### src/rtl/bsg_manycore_dmem_port_arbiter.sv
// bsg_manycore_dmem_port_arbiter
//   Shares the tile's single-port DMEM between the core's local load/store
//   path and remote accesses from network_rx. The core wins by default. A
//   starvation counter forces a remote grant once the remote has waited
//   starve_limit_p consecutive cycles. A small FSM remembers who owns the
//   read issued last cycle and steers mem_data_i back to that requester.
//
// Ports
//   clk_i, reset_n_i            clock, async active-low reset
//   core_*_i / core_stall_o     core request (valid/stall handshake)
//   core_rdata_o/_v_o           core read return (1 cycle after grant)
//   remote_*_i / remote_yumi_o  remote request (valid/yumi handshake)
//   remote_rdata_o/_v_o         remote read return (1 cycle after grant)
//   mem_*_o / mem_data_i        DMEM command and read data
//   starve_cnt_o                current starvation count
module bsg_manycore_dmem_port_arbiter #(
  parameter  int data_width_p   = 32,
  parameter  int dmem_size_p    = 1024,
  parameter  int starve_limit_p = 16,
  localparam int mask_width_lp  = data_width_p/8,
  localparam int addr_width_lp  = (dmem_size_p <= 1) ? 1 : $clog2(dmem_size_p),
  localparam int cnt_width_lp   = $clog2(starve_limit_p+1)
) (
  input  logic                     clk_i,
  input  logic                     reset_n_i,

  input  logic                     core_v_i,
  input  logic                     core_w_i,
  input  logic [addr_width_lp-1:0] core_addr_i,
  input  logic [data_width_p-1:0]  core_data_i,
  input  logic [mask_width_lp-1:0] core_mask_i,
  output logic                     core_stall_o,
  output logic [data_width_p-1:0]  core_rdata_o,
  output logic                     core_rdata_v_o,

  input  logic                     remote_v_i,
  input  logic                     remote_w_i,
  input  logic [addr_width_lp-1:0] remote_addr_i,
  input  logic [data_width_p-1:0]  remote_data_i,
  input  logic [mask_width_lp-1:0] remote_mask_i,
  output logic                     remote_yumi_o,
  output logic [data_width_p-1:0]  remote_rdata_o,
  output logic                     remote_rdata_v_o,

  output logic                     mem_v_o,
  output logic                     mem_w_o,
  output logic [addr_width_lp-1:0] mem_addr_o,
  output logic [data_width_p-1:0]  mem_data_o,
  output logic [mask_width_lp-1:0] mem_mask_o,
  input  logic [data_width_p-1:0]  mem_data_i,

  output logic [cnt_width_lp-1:0]  starve_cnt_o
);

  typedef struct packed {
    logic                     w;
    logic [addr_width_lp-1:0] addr;
    logic [data_width_p-1:0]  data;
    logic [mask_width_lp-1:0] mask;
  } dmem_req_s;

  typedef enum logic [1:0] {IDLE, CORE_RD, REMOTE_RD} rd_state_e;

  localparam logic [cnt_width_lp-1:0] limit_lp = cnt_width_lp'(starve_limit_p);

  rd_state_e                state_r;
  logic [cnt_width_lp-1:0]  starve_cnt_r;
  logic                     force_remote;
  logic                     grant_core, grant_remote;
  dmem_req_s                core_req, remote_req, mem_req;

  assign core_req   = '{w: core_w_i,   addr: core_addr_i,   data: core_data_i,   mask: core_mask_i};
  assign remote_req = '{w: remote_w_i, addr: remote_addr_i, data: remote_data_i, mask: remote_mask_i};

  // Grants are gated by reset so nothing reaches DMEM while reset is held.
  assign force_remote = (starve_cnt_r == limit_lp);
  assign grant_remote = reset_n_i & remote_v_i & (force_remote | ~core_v_i);
  assign grant_core   = reset_n_i & core_v_i & ~grant_remote;

  assign remote_yumi_o = grant_remote;
  assign core_stall_o  = core_v_i & ~grant_core;
  assign mem_v_o       = grant_core | grant_remote;

  always_comb begin
    mem_req = '0;
    if (grant_core)        mem_req = core_req;
    else if (grant_remote) mem_req = remote_req;
  end

  assign mem_w_o    = mem_req.w;
  assign mem_addr_o = mem_req.addr;
  assign mem_data_o = mem_req.data;
  assign mem_mask_o = mem_req.mask;

  // Counts consecutive denied remote cycles; any grant or idle remote clears.
  always_ff @(posedge clk_i or negedge reset_n_i) begin
    if (!reset_n_i) begin
      starve_cnt_r <= '0;
    end else if (grant_remote | ~remote_v_i) begin
      starve_cnt_r <= '0;
    end else if (starve_cnt_r != limit_lp) begin
      starve_cnt_r <= starve_cnt_r + cnt_width_lp'(1);
    end
  end

  assign starve_cnt_o = starve_cnt_r;

  // Owner of the read issued last cycle; every state can reach every state
  // so back-to-back reads from either side pipeline without bubbles.
  always_ff @(posedge clk_i or negedge reset_n_i) begin
    if (!reset_n_i) begin
      state_r <= IDLE;
    end else if (grant_core & ~core_w_i) begin
      state_r <= CORE_RD;
    end else if (grant_remote & ~remote_w_i) begin
      state_r <= REMOTE_RD;
    end else begin
      state_r <= IDLE;
    end
  end

  assign core_rdata_v_o   = (state_r == CORE_RD);
  assign remote_rdata_v_o = (state_r == REMOTE_RD);
  assign core_rdata_o     = core_rdata_v_o   ? mem_data_i : '0;
  assign remote_rdata_o   = remote_rdata_v_o ? mem_data_i : '0;

endmodule

### config.mk
export PLATFORM = sky130hd
export DESIGN_NAME = bsg_manycore_dmem_port_arbiter
export DESIGN_NICKNAME = d
export VERILOG_FILES = /design/src/rtl/bsg_manycore_dmem_port_arbiter.sv
export SDC_FILE = /design/constraint.sdc
export NUM_CORES = 1
export LEC_CHECK = 0
export ABC_AREA = 1
export BUFFER_PORTS_ARGS = -buffer_cell sky130_fd_sc_hd__buf_2
export CORE_AREA = 5 5 95 97
export CTS_BUF_LIST = sky130_fd_sc_hd__clkbuf_4
export CTS_CLUSTER_DIAMETER = 200
export DETAILED_ROUTE_END_ITERATION = 8
export DIE_AREA = 0 0 100 102
export PLACE_DENSITY = 0.56
export SYNTH_ARGS = -nofsm -noshare
export SYNTH_HDL_FRONTEND = slang
export SYNTH_SLANG_ARGS = --single-unit
### constraint.sdc
create_clock -name clk_i -period 2.1 [get_ports clk_i]
set_input_delay 0.315 -clock clk_i [delete_from_list [all_inputs] [get_ports clk_i]]
set_output_delay 0.315 -clock clk_i [all_outputs]
set_load 0.01 [all_outputs]
==> results of run 1 <==
==> power by group through the flow <==
stage | logic [mW] | registers, mW | clock network (mW)
after floorplan | 0.193 | 0.151 | 0
after global placement | 0.436 | 0.149 | 0
after detailed placement | 0.439 | 0.150 | 0
after CTS | 0.469 | 0.145 | 0.140
after global routing | 0.588 | 0.147 | 0.148
final | 0.532 | 0.146 | 0.138
==> cell usage after synthesis <==
cell type / count
xor2_1: 4
buf_1: 2
buf_2: 10
a21boi_0: 1
nand3_1: 50
dfrtp_1: 7
a21oi_2: 1
inv_1: 41
clkbuf_1: 6
buf_6: 3
nor2_2: 1
nand2_2: 1
nor2_1: 72
ha_1: 2
nand2_1: 106
==> stage by stage <==
step	hold WS [ns]	TNS (ns)	area, um^2	power, mW
2_1_floorplan	0.0194	0	1450	0.344
3_5_place_dp	0.180	0	2810	0.589
5_1_grt	0.220	-1.94	3300	0.882
6_report	0.217	0	3300	0.816
4_1_cts	0.220	-0.946	2960	0.754
3_3_place_gp	0.177	0	2810	0.585
==> layout make-up <==
type                            instances  share of cell area, %
Inverter                               41                   4.77
Clock buffer                            4                  0.909
Tap cell                              105                   3.98
Timing Repair inverter                  1                  0.227
Multi-Input combinational cell        238                   34.6
Sequential cell                         7                   5.30
Timing Repair Buffer                  275                   50.2
==> layer usage <==
| layer | part of all wire (%) | up-vias | wire length, um |
|---|---|---|---|
| li1 | - | 1435 | - |
| met1 | 35 | 1263 | 3170 |
| met2 | 53 | 159 | 4890 |
| met3 | 12 | 4 | 1080 |
| met4 | 0.52 | 0 | 48 |
| met5 | 0 | - | 0 |
==> cell families (layout without fill, tap and decap cells) <==
family	Yosys count	in the layout	share of synthesized area [%]
AOI/OAI and AO/OA	2	2	1.12
xor gates and xnor gates	4	4	2.42
adders and majority gates	2	2	1.73
buffers and inverters	62	321	18.5
DFF	7	7	12.1
and+or+nand+nor	230	230	64.2
==> registers in the layout, summed over array words and instances (netlist names) <==
name	cells
state_r	2
starve_cnt_o	5
==> what timing repair did <==
action                                  CTS  global route
hold buffers                              1             0
gates cloned                              2             6
buffers inserted                          4             7
endpoints found under the setup margin   49            81
endpoints found under the hold margin     7             0
gates resized for setup                   8            58
pin swaps                                 1            27
==> cells in the final DEF, fill, tap and decap left out <==
master,count
buf_16,2
a21boi_1,1
nand2_1,71
dfrtp_1,7
nand2_4,5
nor2_1,71
inv_2,3
nor2_2,2
dlygate4sd3_1,1
buf_8,1
nand2_2,31
a21oi_4,1
buf_12,3
clkbuf_4,4
ha_1,1
nand3_1,50
xor2_1,4
clkbuf_16,3
ha_4,1
clkinvlp_4,2
buf_4,10
inv_1,37
buf_6,15
buf_2,240
==> worst max-delay path, cell delays in order, from the launching register on <==
cell	delay, ns
dfrtp_1	0.39
inv_2	0.08
ha_4	0.13
nand2_2	0.05
inv_2	0.07
nand2_4	0.07
a21oi_4	0.15
buf_6	0.16
clkbuf_16	0.16
nand2_2	0.04
nand2_1	0.05
buf_2	0.13
==> worst paths after layout <==
kind | startpoint | end | slack, ns | depth (start not counted)
min in group asynchronous | reset_n_i | state_r[1]$_DFF_PN0_ | 0.55 | 2
worst max-delay path | starve_cnt_o[1]$_DFFE_PN0P_ | mem_data_o[26] | 0.04 | 11
max in group asynchronous | reset_n_i | starve_cnt_o[1]$_DFFE_PN0P_ | 1.28 | 2
worst min register to register | starve_cnt_o[4]$_DFFE_PN0P_ | starve_cnt_o[4]$_DFFE_PN0P_ | 0.61 | 2
worst max register to register | starve_cnt_o[1]$_DFFE_PN0P_ | starve_cnt_o[3]$_DFFE_PN0P_ | 0.65 | 10
worst min-delay path | core_w_i | state_r[0]$_DFF_PN0_ | 0.22 | 2
==> results.cfg, run 1 <==
[run_status]
status = complete, no violations

[floorplan]
num_rows = 33
die_area_mm2 = 0.0102
pin_count = 251
initial_core_util_pct = 18.0
die_w_um = 100
die-height_um = 102
coreArea_mm2 = 0.00805

[timing]
slew_violations = 0
fin_crit_sh_pct = 98.0
slew-limit-headroom_pct = 76.4
hold_violations = 0
fin_skew_ns = 0.00935
max_freq_mhz = 486
setup_slack_ns = 0.0413
tightest_slew_ns = 0.353
setup_violations = 0
min_period_ns = 2.06
rsz0062_at_grt = true

[global_routing]
track_usage_pct = 14.1
grt.met3_usage_pct = 4.37
grtUsageMet2_pct = 28.2
busiest_layer = met2
grt_pass1_vias = 2624
antenna_found_initial = 0
grtUsageMet1_pct = 14.4
grt_pass1_wl_um = 11900
grt.overflow.total = 0
grt_max_degree = 49

[pwr]
power.density_mw_per_mm2 = 247
power_frac_comb_pct = 65.2
clkPwrFrac_pct = 16.9
p_leak_nw = 2.33
intPower_uw = 487
p_sw_share_pct = 40.3
switchingPower_uw = 329
ir_worst_vdd_mv = 0.181
seq_power_share_pct = 17.9

[logic_synthesis]
synth.net_count = 439
synth_top_area_share_pct = 27.4
synth_cells = 307
syn-cell-area_mm2 = 0.00145
netlist_top_cells_area = nand2_1 27%, nor2_1 19%, nand3_1 17%, dfrtp_1 12%, inv_1 11%
yosysWarnings = 0
avgSynthCellArea_um2 = 4.72
yosys.cell_types.count = 15
yosys_register_bits = 7
synth_seq_area_share_pct = 12.1
synth_top_cell_by_area = nand2_1

[cells_and_area]
diodes = 0
finish.utilization_pct = 41.0
final_cells = 671
num-fill-cells = 859
fin_nets = 699
ff_latch_area_um2 = 175
drive_gt1_share_pct = 57.1
syn_to_final_growth_pct = 128
multi_input_area_mm2 = 0.00114

[drt]
drc = 0
first_pass_iters = 4
routed-via-count = 2861
via_per_inst = 4.26
drt-total-wl_um = 9180
ant_nets = 0
wire_per_inst_um = 13.7
dr.first_iter.drc_count = 36

[clock_network]
clock-sinks = 7
worstSkewPairLatency_ns = 0.26
root_buffer = clkbuf_4
cts_htree_levels = 1
cts_buffer_depth = 2
cts_tree = done
path_clk_slew_ns = 0.06
numCtsBuffers = 3

[worst_setup_path]
path_max_fanout = 6
critPathKind = reg2out
cp-end-kind = primary output
worst_ep_arrival_time_ns = 1.74
required_ns = 1.78
worstSetupStartpointType = flop

[place]
numPortBuffers = 250
gp_congestion = 0.811
dpl.cell_count = 647
dpl.hpwl_um = 6710
dp_slack_ns = 0.184

[run]
cap_violations = 0

[min_path]
hp-class = in2reg
Power figures use the tool's default switching activity.
==> run 2, diff against run 1 <==
--- a/config.mk
+++ b/config.mk
@@ -13,6 +13,7 @@
 export DETAILED_ROUTE_END_ITERATION = 8
 export DIE_AREA = 0 0 100 102
 export PLACE_DENSITY = 0.56
+export SETUP_SLACK_MARGIN = 0.4
 export SYNTH_ARGS = -nofsm -noshare
 export SYNTH_HDL_FRONTEND = slang
 export SYNTH_SLANG_ARGS = --single-unit
==> results.cfg, run 2 (synthesis results as in run 1) <==
[global_routing]
antenna_found_initial = 0
grt_pass1_vias = 2896
busiest_layer = met2
grt.overflow.total = 0
grt_max_degree = 49
grtUsageMet1_pct = 17.7
grt.met3_usage_pct = 4.78
grtUsageMet2_pct = 34.2
grt_pass1_wl_um = 13900
track_usage_pct = 17.0

[worst_setup_path]
timing.rr.end = starve_cnt_o[0]$_DFFE_PN0P_
rrSetupSlack_ns = 0.66
cp.depth = 12
worst_ep_arrival_time_ns = 1.83
worstSetupStartpointType = flop
worstPathCellList = inv_2 > ha_4 > nand2_2 > inv_2 > nand2_4 > a21oi_4 > buf_6 > buf_12 > clkbuf_16 > nand2_1 > nand2_2 > buf_6
crit_start = starve_cnt_o[0]$_DFFE_PN0P_
critPathTopFamily = buffers and inverters
timing.rr.start = starve_cnt_o[0]$_DFFE_PN0P_
critPathSlowestCell = dfrtp_1
path_max_fanout = 6
reg2reg_depth = 10
cpPeakStageDelay_ns = 0.38
cp-end-kind = primary output
cp.buffers_inverters = 6
required_ns = 1.78
endpoint = mem_data_o[16]
critPathKind = reg2out

[clock_network]
numCtsBuffers = 3
root_buffer = clkbuf_4
cts_tree = done
cts_buffer_depth = 2
worstSkewPairLatency_ns = 0.25
cts_htree_levels = 1
clock-sinks = 7
path_clk_slew_ns = 0.05

[timing]
setup_violations = 25
hold_violations = 0
slew-limit-headroom_pct = 77.5
rsz0062_at_grt = true
fin_skew_ns = 0.00262
hold_ws_ns = 0.225
setup_slack_ns = -0.0440
slew_violations = 0
tightest_slew_ns = 0.336
min_period_ns = 2.14
fin_crit_sh_pct = 102
max_freq_mhz = 466

[place]
dpl.hpwl_um = 7000
numPortBuffers = 250
gp_congestion = 0.752
dpl.cell_count = 648

[drt]
first_pass_iters = 4
drc = 0
routed-via-count = 2953
ant_nets = 0
wire_per_inst_um = 15.4
via_per_inst = 4.33
dr.first_iter.drc_count = 30
drt-total-wl_um = 10500

[cells_and_area]
drive_gt1_share_pct = 67.9
fin_nets = 710
layout_commonest_cell = buf_2
layout_common_cells = 200 x buf_2, 58 x buf_6, 50 x nand3_1
diodes = 0
largest_reg_flops = 5
final_cells = 682
num-fill-cells = 800
syn_to_final_growth_pct = 186

[run_status]
status = complete, but fails checks
violations = setup timing

[floorplan]
pin_count = 251
die-height_um = 102
die_w_um = 100
initial_core_util_pct = 18.0
die_area_mm2 = 0.0102
coreArea_mm2 = 0.00805
num_rows = 33

[pwr]
power.density_mw_per_mm2 = 230
p_leak_nw = 2.60
ir_worst_vdd_mv = 0.221

[run]
cap_violations = 0

[min_path]
hp-class = in2reg
[run 2: cell count changes in the layout (fill, tap and decap cells not counted), moves of 3 or more]
cell / change
buf_2: -40
nand2_2: +17
buf_6: +43
nor2_4: +23
nand2_1: -33
buf_16: +3
buf_12: +4
nand2_4: +16
nor2_1: -24
[run 2: per-stage QoR]
| stage | TNS (ns) | util (%) | worst slack, ns | total power [mW] | instance area [um^2] |
|---|---|---|---|---|---|
| floorplan | 0 | - | 0.382 | 0.353 | 1500 |
| global placement | 0 | 35.6 | 0.180 | 0.602 | 2870 |
| detailed placement | 0 | 35.6 | 0.0903 | 0.604 | 2870 |
| CTS | -0.354 | 42.6 | -0.0281 | 0.851 | 3430 |
| global route | -5.22 | 51.5 | -0.137 | 1.03 | 4150 |
| finish | -0.354 | 51.5 | -0.0440 | 0.955 | 4150 |
[run 2: routing by layer]
layer | part of all wire, % | wire, um
met5 | 0 | 0
met4 | 1.6 | 167
met3 | 10 | 1060
met2 | 55 | 5740
met1 | 34 | 3520
[run 2: repair_timing]
item                                   in CTS  in global routing
endpoints found under the hold margin       7                  0
resized for setup                          44                150
pin swaps                                   2                 31
gates cloned                                8                  4
buffers inserted                           13                  4
hold buffers                                1                  0
setup endpoints to repair                  81                 96
[run 2: cell type report]
| cell class | instances | area, um^2 | area share, % |
|---|---|---|---|
| Inverter | 41 | 158 | 3.80 |
| Clock buffer | 4 | 30.0 | 0.724 |
| Multi-Input combinational cell | 238 | 1480 | 35.8 |
| Timing Repair Buffer | 286 | 2160 | 52.2 |
| Sequential cell | 7 | 175 | 4.22 |
| Timing Repair inverter | 1 | 7.51 | 0.181 |
| Tap cell | 105 | 131 | 3.17 |
[run 2: worst min path at each step]
stage	end	from	cells after the start	slack, ns
6_report	state_r[0]$_DFF_PN0_	core_w_i	2	0.22
5_1_grt	state_r[0]$_DFF_PN0_	core_w_i	2	0.22
4_1_cts	state_r[0]$_DFF_PN0_	core_w_i	2	0.22
3_5_place_dp	starve_cnt_o[4]$_DFFE_PN0P_	reset_n_i	2	0.24
3_3_place_gp	starve_cnt_o[4]$_DFFE_PN0P_	reset_n_i	2	0.24
2_1_floorplan	starve_cnt_o[0]$_DFFE_PN0P_	reset_n_i	0	0.02
[run 2: where the power goes]
part	total, mW	switching (mW)	internal (mW)	leakage [nW]
Combinational	0.676	0.332	0.344	2.49
Sequential	0.146	0.00475	0.141	0.0950
Clock	0.134	0.0483	0.0853	0.0184
